<file path="src/rtl/seg7_shift_driver_pkg.sv">
// Shared definitions for the seven-segment display path (decoder, scanner, shift driver).
// Latency: n/a (types, constants and a constant-evaluable helper only).
// Backpressure: n/a.
// Contents: SEG_WIDTH, BITS_PER_DIGIT, the shift-driver FSM state encoding, clog2().
package seg7_shift_driver_pkg;

   localparam int SEG_WIDTH      = 7;
   localparam int BITS_PER_DIGIT = 8;

   typedef enum logic [2:0] {
      IDLE     = 3'd0,
      SHIFT_LO = 3'd1,
      SHIFT_HI = 3'd2,
      LATCH    = 3'd3,
      GAP      = 3'd4
   } state_t;

   // Bits needed to hold values 0..value-1; never less than 1.
   function automatic int clog2(input int value);
      int r;
      int v;
      r = 0;
      v = value - 1;
      while (v > 0) begin
         r = r + 1;
         v = v >> 1;
      end
      if (r == 0) r = 1;
      return r;
   endfunction

endpackage

</file>
<file path="src/rtl/seg7_sclk_divider.sv">
// Phase timer for the serial clock: counts 0..CLK_DIV-1, flags the last cycle of a phase.
// Latency: phase_end is a decode of the counter register; reload takes effect next cycle.
// Backpressure: none; free-running while reload is low.
// Ports: clk, rst_n (sync, active-low), reload (restart phase at 0),
//        phase_end (current cycle is last of phase), phase_end_nxt (next cycle will be last).
module seg7_sclk_divider #(
   parameter int CLK_DIV = 4
) (
   input  logic clk,
   input  logic rst_n,
   input  logic reload,
   output logic phase_end,
   output logic phase_end_nxt
);

   localparam logic [7:0] LAST = 8'(CLK_DIV - 1);

   logic [7:0] cnt;
   logic [7:0] cnt_nxt;

   always_comb begin
      cnt_nxt = cnt + 8'd1;
      if (reload || phase_end) cnt_nxt = '0;
   end

   assign phase_end     = (cnt == LAST);
   // Lets the owner register outputs that must line up with the last phase cycle.
   assign phase_end_nxt = (cnt_nxt == LAST);

   always_ff @(posedge clk) begin
      if (!rst_n) cnt <= '0;
      else        cnt <= cnt_nxt;
   end

endmodule

</file>
<file path="src/rtl/seg7_shift_driver.sv">
// Snapshots digit segment patterns + dps on i_start and shifts them MSB-first into a 74HC595 chain, then latches.
// Latency: o_busy high for 2*CLK_DIV*(8*NUM_DIGITS+1) cycles from the cycle after i_start; o_done on the last one.
// Backpressure: i_start while busy is dropped, not queued; all outputs are flops.
// Ports: i_clk, i_rst_n (sync, active-low), i_start, i_segments (digit k at [7k+6:7k], bit6=a..bit0=g), i_dp,
//        o_sclk, o_sdata (valid on o_sclk rise), o_latch, o_busy, o_done.
// Build option: define SEG7_SHIFT_INVERT_EN to invert every transmitted byte (common-anode displays).
module seg7_shift_driver
   import seg7_shift_driver_pkg::*;
#(
   parameter int NUM_DIGITS = 6,
   parameter int CLK_DIV    = 4
) (
   input  logic                              i_clk,
   input  logic                              i_rst_n,
   input  logic                              i_start,
   input  logic [SEG_WIDTH*NUM_DIGITS-1:0]   i_segments,
   input  logic [NUM_DIGITS-1:0]             i_dp,
   output logic                              o_sclk,
   output logic                              o_sdata,
   output logic                              o_latch,
   output logic                              o_busy,
   output logic                              o_done
);

   localparam int NBITS = BITS_PER_DIGIT * NUM_DIGITS;
   localparam int CNT_W = clog2(NBITS + 1);

   state_t             state, state_nxt;
   logic [NBITS-1:0]   frame;
   logic [NBITS-1:0]   shreg, shreg_nxt;
   logic [CNT_W-1:0]   bit_cnt, bit_cnt_nxt;
   logic               reload;
   logic               phase_end;
   logic               phase_end_nxt;
   logic               shifting_nxt;

   // Digit NUM_DIGITS-1 lands in the top byte so it leaves first.
   always_comb begin
      frame = '0;
      for (int k = 0; k < NUM_DIGITS; k++) begin
         frame[k*BITS_PER_DIGIT +: BITS_PER_DIGIT] = {i_segments[k*SEG_WIDTH +: SEG_WIDTH], i_dp[k]};
      end
`ifdef SEG7_SHIFT_INVERT_EN
      frame = ~frame;
`endif
   end

   // Counter restarts on every state change and is held at 0 while idle.
   assign reload = (state_nxt != state) || (state == IDLE);

   seg7_sclk_divider #(
      .CLK_DIV       (CLK_DIV)
   ) u_div (
      .clk           (i_clk),
      .rst_n         (i_rst_n),
      .reload        (reload),
      .phase_end     (phase_end),
      .phase_end_nxt (phase_end_nxt)
   );

   always_comb begin
      state_nxt   = state;
      shreg_nxt   = shreg;
      bit_cnt_nxt = bit_cnt;
      case (state)
         IDLE: begin
            // The shift register doubles as the snapshot: later input changes cannot reach it.
            if (i_start) begin
               state_nxt   = SHIFT_LO;
               shreg_nxt   = frame;
               bit_cnt_nxt = '0;
            end
         end
         SHIFT_LO: begin
            if (phase_end) state_nxt = SHIFT_HI;
         end
         SHIFT_HI: begin
            if (phase_end) begin
               shreg_nxt   = {shreg[NBITS-2:0], 1'b0};
               bit_cnt_nxt = bit_cnt + 1'b1;
               state_nxt   = (bit_cnt == CNT_W'(NBITS - 1)) ? LATCH : SHIFT_LO;
            end
         end
         LATCH: begin
            if (phase_end) state_nxt = GAP;
         end
         GAP: begin
            if (phase_end) state_nxt = IDLE;
         end
         default: state_nxt = IDLE;
      endcase
   end

   assign shifting_nxt = (state_nxt == SHIFT_LO) || (state_nxt == SHIFT_HI);

   // Outputs are registered from next-state values so they align with the state they describe.
   always_ff @(posedge i_clk) begin
      if (!i_rst_n) begin
         state   <= IDLE;
         shreg   <= '0;
         bit_cnt <= '0;
         o_sclk  <= 1'b0;
         o_sdata <= 1'b0;
         o_latch <= 1'b0;
         o_busy  <= 1'b0;
         o_done  <= 1'b0;
      end else begin
         state   <= state_nxt;
         shreg   <= shreg_nxt;
         bit_cnt <= bit_cnt_nxt;
         o_sclk  <= (state_nxt == SHIFT_HI);
         o_sdata <= shifting_nxt & shreg_nxt[NBITS-1];
         o_latch <= (state_nxt == LATCH);
         o_busy  <= (state_nxt != IDLE);
         o_done  <= (state_nxt == GAP) && phase_end_nxt;
      end
   end

endmodule
</file>
<file path="config.mk">
export PLATFORM = sky130hd
export DESIGN_NAME = seg7_shift_driver
export DESIGN_NICKNAME = d
export VERILOG_FILES = /design/src/rtl/seg7_shift_driver_pkg.sv /design/src/rtl/seg7_sclk_divider.sv /design/src/rtl/seg7_shift_driver.sv
export SDC_FILE = /design/constraint.sdc
export NUM_CORES = 1
export LEC_CHECK = 0
export ABC_AREA = 0
export CAP_MARGIN = 0
export CORE_ASPECT_RATIO = 0.5
export CORE_UTILIZATION = 40
export DETAILED_ROUTE_END_ITERATION = 6
export PLACE_DENSITY = 0.72
export REMOVE_ABC_BUFFERS = 1
export SYNTH_ARGS = -nofsm -noshare
export SYNTH_HDL_FRONTEND = slang
export SYNTH_HIERARCHICAL = 1
export SYNTH_SLANG_ARGS = --single-unit
</file>
<file path="constraint.sdc">
create_clock -name i_clk -period 4.03 [get_ports i_clk]
set_clock_uncertainty 0.05 [all_clocks]
set_input_delay 1.0075 -clock i_clk [delete_from_list [all_inputs] [get_ports i_clk]]
set_output_delay 1.0075 -clock i_clk [all_outputs]
set_load 0.02 [all_outputs]
</file>
# --- Word-level counts from Yosys, hierarchy flattened ---
# Cells that the tools add are included.
op_classes:
  n_addsub: 2
  n_eq_ne: 14
  n_mux: 14
  bitwise: 1
  reduce_logical: 8
op_table:
  columns: ["op", "count"]
  rows:
  - ["two-way mux 48 bit", 2]
  - ["case mux 48 bit (2 select lines)", 1]
  - ["equality test 8 x 2 -> 1 bit, second input constant", 2]
  - ["two-way mux 3 bit", 5]
  - ["case mux 3 bit (5 select lines)", 1]
  - ["equality test 3 x 2 -> 1 bit, second input constant", 4]
  - ["two-way mux 6 bit", 2]
  - ["case mux 6 bit (2 select lines)", 1]
  - ["adder 8 x 1 -> 8 bit, second input constant", 1]
  - ["two-way mux 8 bit", 1]
  - ["adder 6 x 1 -> 6 bit, second input constant", 1]
  - ["equality test 3 x 1 -> 1 bit, second input constant", 2]
  - ["equality test 3 bit, second input constant", 2]
  - ["equality test 6 bit, second input constant", 1]
  - ["logical NOT 3 bit", 1]
  - ["logical OR 1 bit", 3]
  - ["inequality test 3 bit", 1]
  - ["AND reduction 3 bit", 1]
  - ["nonzero test 3 bit", 1]
  - ["two-way mux 2 bit", 1]
  - ["inequality test 2 x 1 -> 1 bit, second input constant", 1]
  - ["inequality test 2 bit, second input constant", 1]
  - ["nonzero test 2 bit", 1]
  - ["bitwise AND 1 bit", 1]
  - ["logical AND 1 bit", 1]
word_totals:
  reg_bits: 70
  input_bits: 51
  output_inout_bits: 5
  word_cells: 49

# --- Logic depth before layout (Yosys ltp) ---
logic_depth:
  depth_word: 10
  depth_mapped: 9
  depth_no_buf: 9

# --- By module ---
# Netlist, hierarchy kept.
by_module_without_submodules:
  columns: ["mod", "instances", "cells_per_inst", "area_each_um2", "seq_area_each_um2"]
  rows:
  - ["seg7_shift_driver", 1, 280, 2595.0, 1241.2]
  - ["seg7_sclk_divider", 1, 41, 411.6, 160.2]

# --- Worst setup path before layout ---
# OpenSTA, ideal clock, no wires.
synth_path:
  path_type: "flip-flop to flip-flop"
  startpoint: "register u_div.cnt[0]"
  endpoint: "register shreg[47]"
  setup_time_ns: 0.119
  arrival_ns: 2.447
  required_ns: 3.861
  path_slack_ns: 1.414
  path_stages_with_launch: 10
  path_buffers: 2
  synth_period_minus_slack_ns: 2.616
  path_cell_list: "dfxtp_1 ha_1 or4b_4 nor4_1 nor4bb_1 buf_2 nor2_1 buf_2 a21oi_1 nor2b_1"
synth_via:
  elab_chain_len: 3
synth_rtl:
  columns: ["element", "line_no", "rtl"]
  rows:
  - ["start, declared", "seg7_sclk_divider.sv:18", "logic [7:0] cnt;"]
  - ["start signal, assigned", "seg7_sclk_divider.sv:32", "else cnt <= cnt_nxt;"]
  - ["equality test 8 x 2 -> 1 bit", "seg7_sclk_divider.sv:26", "assign phase_end = (cnt == LAST);"]
  - ["named net phase_end", "seg7_shift_driver.sv:33", "logic phase_end;"]
  - ["two-way mux 48 bit", "seg7_shift_driver.sv:78", "if (phase_end) begin"]
  - ["case mux 48 bit (2 select lines)", "seg7_shift_driver.sv:65", "case (state)"]
  - ["end signal, assigned", "seg7_shift_driver.sv:109", "shreg <= shreg_nxt;"]
  - ["end, declared", "seg7_shift_driver.sv:30", "logic [NBITS-1:0] shreg, shreg_nxt;"]
# The timed path passes the listed nets, and every way through them passes these cells. The select of a mux whose other input is x is not followed.
# A chain may end at the register's enable or synchronous reset.

# --- Worst setup path in the final report ---
layout_path:
  startpoint: "register u_div.cnt[0]"
  endpoint: "register shreg[31]"
layout_via:
  elab_chain_len: 3
layout_rtl:
  columns: ["element", "line_no"]
  rows:
  - ["equality test 8 x 2 -> 1 bit", "seg7_sclk_divider.sv:26"]
  - ["named net phase_end", "seg7_shift_driver.sv:33"]
  - ["inequality test 2 x 1 -> 1 bit (no line)", null]
  - ["AND reduction 3 bit (no line)", null]
# The timed path passes the listed nets, and every way through them passes these cells.

==> metrics.txt <==
Worst path slowest cell=dfxtp_1; hold slack=401 ps; total wire length=6230 um; CP cell instances=ha_1 > or4b_4 > nor4_1 > buf_4 > nor4bb_4 > buf_4 > buf_4 > a22oi_1 > a21boi_1; Post-Syn Area=0.00301 mm^2; Die Wd=125 um; cell area after layout=0.00389 mm^2; Die Area=0.00789 mm^2; Starting Density=43.2%; Num CTS Buffers=9; setup bufs post-CTS=0; Worst IR Drop VDD=0.000191 V; final critical-path share of the clock period=74.6%; Nets=422; PwrDens=410 mW/mm^2; CP Max Fanout=32; clk root buf=clkbuf_16; largest net degree at the start of global routing=53; clock power share=44.4%; core area=0.00696 mm^2; area post-placement=0.00362 mm^2; Max-cap violations=0; DR vias=2453; Sink Count=70; IO Port Bufs=55; Worst Tran Pin Value=592 ps; DRT iter0 DRCs=208; Distinct cells, synth=39; first-pass GRT wire length=10700 um; Final HPWL DP=4010 um; CP Data Required Time=4230 ps; # setup viols final=0; share of layout cells above drive strength 1=7.53%; initial antenna violation count=0; crit path kind=reg -> reg; gr usage total=17.1%; Avg WL per Cell=13.4 um; outcome=complete, no violations; Final Hold Fails=0; routability cong.=0.766; Synth Instances=321; CTS tree=done; routed vias/inst=5.29; Internal=1.24 mW; Area growth, synth to finish=29.4%; grt ovf=0; via count of the first global-routing pass=2421; H-Tree Depth=3; Ant. Diodes=0; final cell count without fillers=464; most frequent cells in the layout=dfxtp_1 (70), clkdlybuf4s50_1 (55), nand2_1 (50); Resized cells post-CTS=0; Worst Setup End Kind=flip-flop; placed insts=449; worst hold-check path type=reg -> reg; RSZ-0062 raised after global routing=no; DRC=0; sequential area share after synthesis=46.6%; Setup crit start kind=flip-flop; switching pwr=0.359 mW; clk_lat worst skew=330 ps; most common cell after layout, fill and taps aside=dfxtp_1; antenna viol nets, final=0; crit-path leading delay family=simple AND/OR/NAND/NOR gates; Tmin final=3010 ps; leakage=1.45 nW; hold_buf cts=0; Final Max Tran Viols=0; Worst Path Arrival=3210 ps; Post-synth EDFFs=0; Seq cells post-synth=70; Main synth FF type=dfxtp_1; IO Pins=56; Avg Cell Area, Syn=9.37 um^2; Filler cells=592; Seq pwr share=46.4%; Die Ht=63.3 um; Worst Path Buf+Inv=3; Reg clk slew, reported paths=50 ps; placement row count=21; drt pass-1 iters=4; CTS max path bufs=2; FMAX=333 MHz; Comb pwr share=9.1%; fraction of registers with async set/reset=0%; Sw Share=22.5%; warning count from the yosys run=6; critical path's largest stage delay=470 ps; Worst slew margin=60.4%; Top cell by count, worst path=buf_4
==> path summary, 6_finish.rpt <==
kind / startpoint / endpoint / slack [ps] / cells past startpoint
setup reg to reg: u_div/cnt[0]$_SDFF_PN0_ / shreg[31]$_SDFFE_PN0P_ / 1020 / 9
hold / removal: shreg[19]$_SDFFE_PN0P_ / shreg[19]$_SDFFE_PN0P_ / 400 / 2
setup / recovery: u_div/cnt[0]$_SDFF_PN0_ / shreg[31]$_SDFFE_PN0P_ / 1020 / 9
hold reg to reg: shreg[19]$_SDFFE_PN0P_ / shreg[19]$_SDFFE_PN0P_ / 400 / 2
==> kinds of logic (layout without fill, tap and decap cells) <==
logic type,after synthesis,after routing,share of synthesized area (%)
AO/OA/AOI/OAI,106,106,26.9
AND/OR/NAND/NOR,101,101,16.8
flip-flops,70,70,46.6
buffers and inverters,27,78,4.16
XOR/XNOR,11,11,3.20
adder cells (fa/ha/maj),3,3,1.25
multiplexers,3,3,1.04
==> layer usage <==
metal | share of wire, % | global-route usage, %
met1 | 44 | 19.4
met4 | 1.4 | 6.78
met5 | 0 | 0
met2 | 50 | 28.9
met3 | 4.4 | 6.63
==> cell usage after synthesis (all sizes together), types with 3 or more instances <==
library cell / number / share of area (%)
clkbuf: 6 / 0.75
a22oi: 48 / 12
buf: 19 / 3.2
nor4b: 3 / 1.4
xor2: 9 / 2.6
nand3: 6 / 1.0
nand2: 51 / 6.6
a21boi: 46 / 11
nor3: 4 / 0.67
dfxtp: 70 / 47
nor2: 15 / 1.9
and3: 5 / 1.1
ha: 3 / 1.2
nor2b: 7 / 1.5
==> power by group through the flow <==
stage | sequential, mW | combinational, mW | clock (mW)
final | 0.740 | 0.146 | 0.708
after global routing | 0.744 | 0.162 | 0.761
after CTS | 0.740 | 0.147 | 0.725
after detailed placement | 0.755 | 0.146 | 0
after global placement | 0.753 | 0.143 | 0
after floorplan | 0.752 | 0.0692 | 0
==> layout make-up <==
| cell class | count | area, um^2 | share of cell area [%] |
|---|---|---|---|
| clock inverters | 3 | 21.3 | 0.547 |
| clock buffers | 12 | 246 | 6.34 |
| well taps | 92 | 115 | 2.96 |
| repair buffers | 61 | 596 | 15.3 |
| multi-input cells | 224 | 1500 | 38.6 |
| flip-flops and latches | 70 | 1400 | 36.0 |
| inverters | 2 | 7.51 | 0.193 |
==> worst register-to-register path, delay by kind of cell, from the launching register on <==
kind                     cells  cell delay (ps)
adder cells (fa/ha/maj)      1              210
AND/OR/NAND/NOR              3              960
AO/OA/AOI/OAI                2              320
buffers and inverters        3              930
flip-flops                   1              470
==> registers in the layout (all words and copies together), names as in the netlist <==
| name | cells |
|---|---|
| o_latch | 1 |
| o_sdata | 1 |
| bit_cnt | 6 |
| u_div/cnt | 8 |
| state | 3 |
| shreg | 48 |
| o_done | 1 |
| o_sclk | 1 |
| o_busy | 1 |
==> through the flow <==
step | total power, mW | TNS (ps) | utilization, % | setup WS (ps)
final | 1.59 | 0 | 55.9 | 1020
after global routing | 1.67 | 0 | 55.9 | 788
after CTS | 1.61 | 0 | 55.9 | 1020
after detailed placement | 0.901 | 0 | 52.0 | 1040
after global placement | 0.896 | 0 | 52.0 | 1160
after floorplan | 0.821 | -224800 | - | -4400
(Power assumes the default switching activity.)
==> variant (same settings) <==
Add a define of `SEG7_SHIFT_INVERT_EN`.
--- a/src/rtl/seg7_shift_driver.sv
+++ b/src/rtl/seg7_shift_driver.sv
@@ -6,2 +6,4 @@
 // Build option: define SEG7_SHIFT_INVERT_EN to invert every transmitted byte (common-anode displays).
+`define SEG7_SHIFT_INVERT_EN
+
 module seg7_shift_driver
Behaviour: not the same (a bounded check fails within 4 cycles, from zero or initial values and one cycle with i_rst_n low).
==> variant against the original RTL <==
The flow now finishes with violations (DRC); setup slack gained 290 ps; combinational power rose by 6%; total power up 9.1%; sequential cell count stayed put; critical endpoint is now bit_cnt[5]$_SDFFE_PN0P_; wire length decreased by 4.5%; largest power group is now clock; highest routed layer unchanged; fmax is 11% higher; sequential power hardly changed; synthesized area increased by 0.67%; final area is 1.4% higher.
==> variant: results (changes against the original RTL) <==
- Synth cell count leaders: dfxtp_1 (70), nor2_1 (62), nor2b_1 (53)
- TritonRoute pass-1 iters: 7 (+3)
- Vias per cell: 5.29 (+0.11%)
- Hold Startpoint: shreg[47]$_SDFF_PN0_
- Seq/Total Area, Yosys: 46.3% (-0.31 points)
- Adder-cell area share of the yosys netlist: 1.24% (-0.0083 points)
- Ant diodes: 0 (unchanged)
- Syn_area_per_cell: 9.34 µm² (-0.27%)
- Status: finished, violations left
- Failing checks: DRC
- Filler instances: 613 (+3.5%)
- Layout Nets: 423 (+0.24%)
- Vias in the first global route: 2345 (-3.1%)
- Non-Filler Instances: 465 (+0.22%)
- Post-cts sizing count: 0 (unchanged)
- Post-CTS Setup Bufs: 0 (unchanged)
- Mux share of post-synthesis cell area: 1.03% (-0.0069 points)
- Layout cell share with drive strength beyond 1: 8.31% (+0.78 points)
- Hold_ws: 467 ps (+65.7 ps)
- Initial antenna violation count: 0 (unchanged)
- Iter 0 DRT Violations: 188 (-9.6%)
- CP Launch Point: u_div/cnt[0]$_SDFF_PN0_
- Synth Flop Type: dfxtp_1
- Port Buffers: 55 (unchanged)
- Synth warn: 6 (unchanged)
- Final WL: 5950 µm (-4.5%)
- Largest regs: shreg: 48 flops, u_div/cnt: 8 flops, bit_cnt: 6 flops
- Critical Path AT: 2870 ps (-340 ps)
- GP Congestion: 0.828 (+8.1%)
- Post-synth EDFFs: 0 (unchanged)
- Clock Latency Late Sink: 320 ps
- Hold Fails Final Rpt: 0 (unchanged)
- Post-synthesis xor/xnor area fraction: 3.18% (-0.021 points)
- Placed Instance Area: 0.00362 mm² (about the same)
- Root Buffer: clkbuf_16
- HPWL after DPL: 3940 µm (-1.8%)
- HP Class: reg2reg
- First-pass GRT wire length: 10600 µm (-0.65%)
- Critical Path Fanout Max: 26 (-19%)
- Post-route DRC: 10 (+10)
- Total CTS buffers: 9 (unchanged)
- Compound-gate portion of the synthesized area: 17.2% (-9.7 points)
- Htree depth: 3 (unchanged)
- VDD IR max: 0.000283 V (+48%)
- Cell count after placement: 450 (+0.22%)
- R2r setup slk: 1310 ps (+290 ps)
- Area contributors post-synth: dfxtp_1 (46%), a221oi_1 (13%), nor2b_1 (11%), nor2_1 (7.7%), xor2_1 (2.6%)
- Actual slew at the worst max-slew pin: 1050 ps (+458 ps)
- Synth async-reset ratio: 0% (unchanged)
- Deepest clock path buffer count: 2 (unchanged)
- Largest net degree at the start of global routing: 51 (-3.8%)
- All-Layer GR Usage: 16.6% (-0.42 points)
- Pleak: 1.47 nW (+1.4%)
- Yosys cell types: 42 (+7.7%)
- CTS clk-pin slew, worst paths: 50 ps (about the same)
- Area Overhead vs Synth: 30.3%
variant: final cells by class:
| cell class | count | share of cell area [%] |
|---|---|---|
| clock buffer | 11 | 6.41 |
| inverter | 2 | 0.190 |
| multi-input combinational | 226 | 38.2 |
| tap | 92 | 2.92 |
| timing repair buffer | 60 | 14.9 |
| clock inverter | 4 | 1.78 |
| sequential | 70 | 35.5 |
variant: layer usage:
layer  wire (µm)  share of wire [%]  vias up  GRT usage (%)
li1            -                  -     1253              -
met1        2780                 47     1172           20.4
met2        2920                 49       34           27.6
met3         226                3.8        2           5.95
met4          27               0.45        0           4.57
met5           0                  0        -              0
variant: worst paths after layout:
check,cells after the start,end
worst min-delay path,2,shreg[47]$_SDFF_PN0_
worst max register to register,9,bit_cnt[5]$_SDFFE_PN0P_
worst max-delay path,9,bit_cnt[5]$_SDFFE_PN0P_
worst min register to register,2,shreg[47]$_SDFF_PN0_
variant: power by group:
group	switching (mW)	leakage (nW)	total, mW	internal, mW
Sequential	0.0189	0.572	0.742	0.723
Clock	0.273	0.161	0.843	0.569
Combinational	0.0637	0.736	0.155	0.0914
Total	0.356	1.47	1.74	1.38
variant: per-stage QoR:
stage / TNS [ps] / setup slack [ps] / power, mW
2_1_floorplan: -190310 / -3610 / 0.834
3_3_place_gp: 0 / 1090 / 0.909
3_5_place_dp: 0 / 1060 / 0.913
4_1_cts: 0 / 1280 / 1.76
5_1_grt: 0 / 1040 / 1.82
6_report: 0 / 1310 / 1.74
variant: critical path, stage by stage (launching register included):
cell       delay [ps]
dfxtp_1           450
ha_1              210
or4b_4            470
nor4_1            180
buf_4             190
nor4bb_4          300
buf_4             340
o2111ai_1         200
xor2_1            170
nor2_1             50
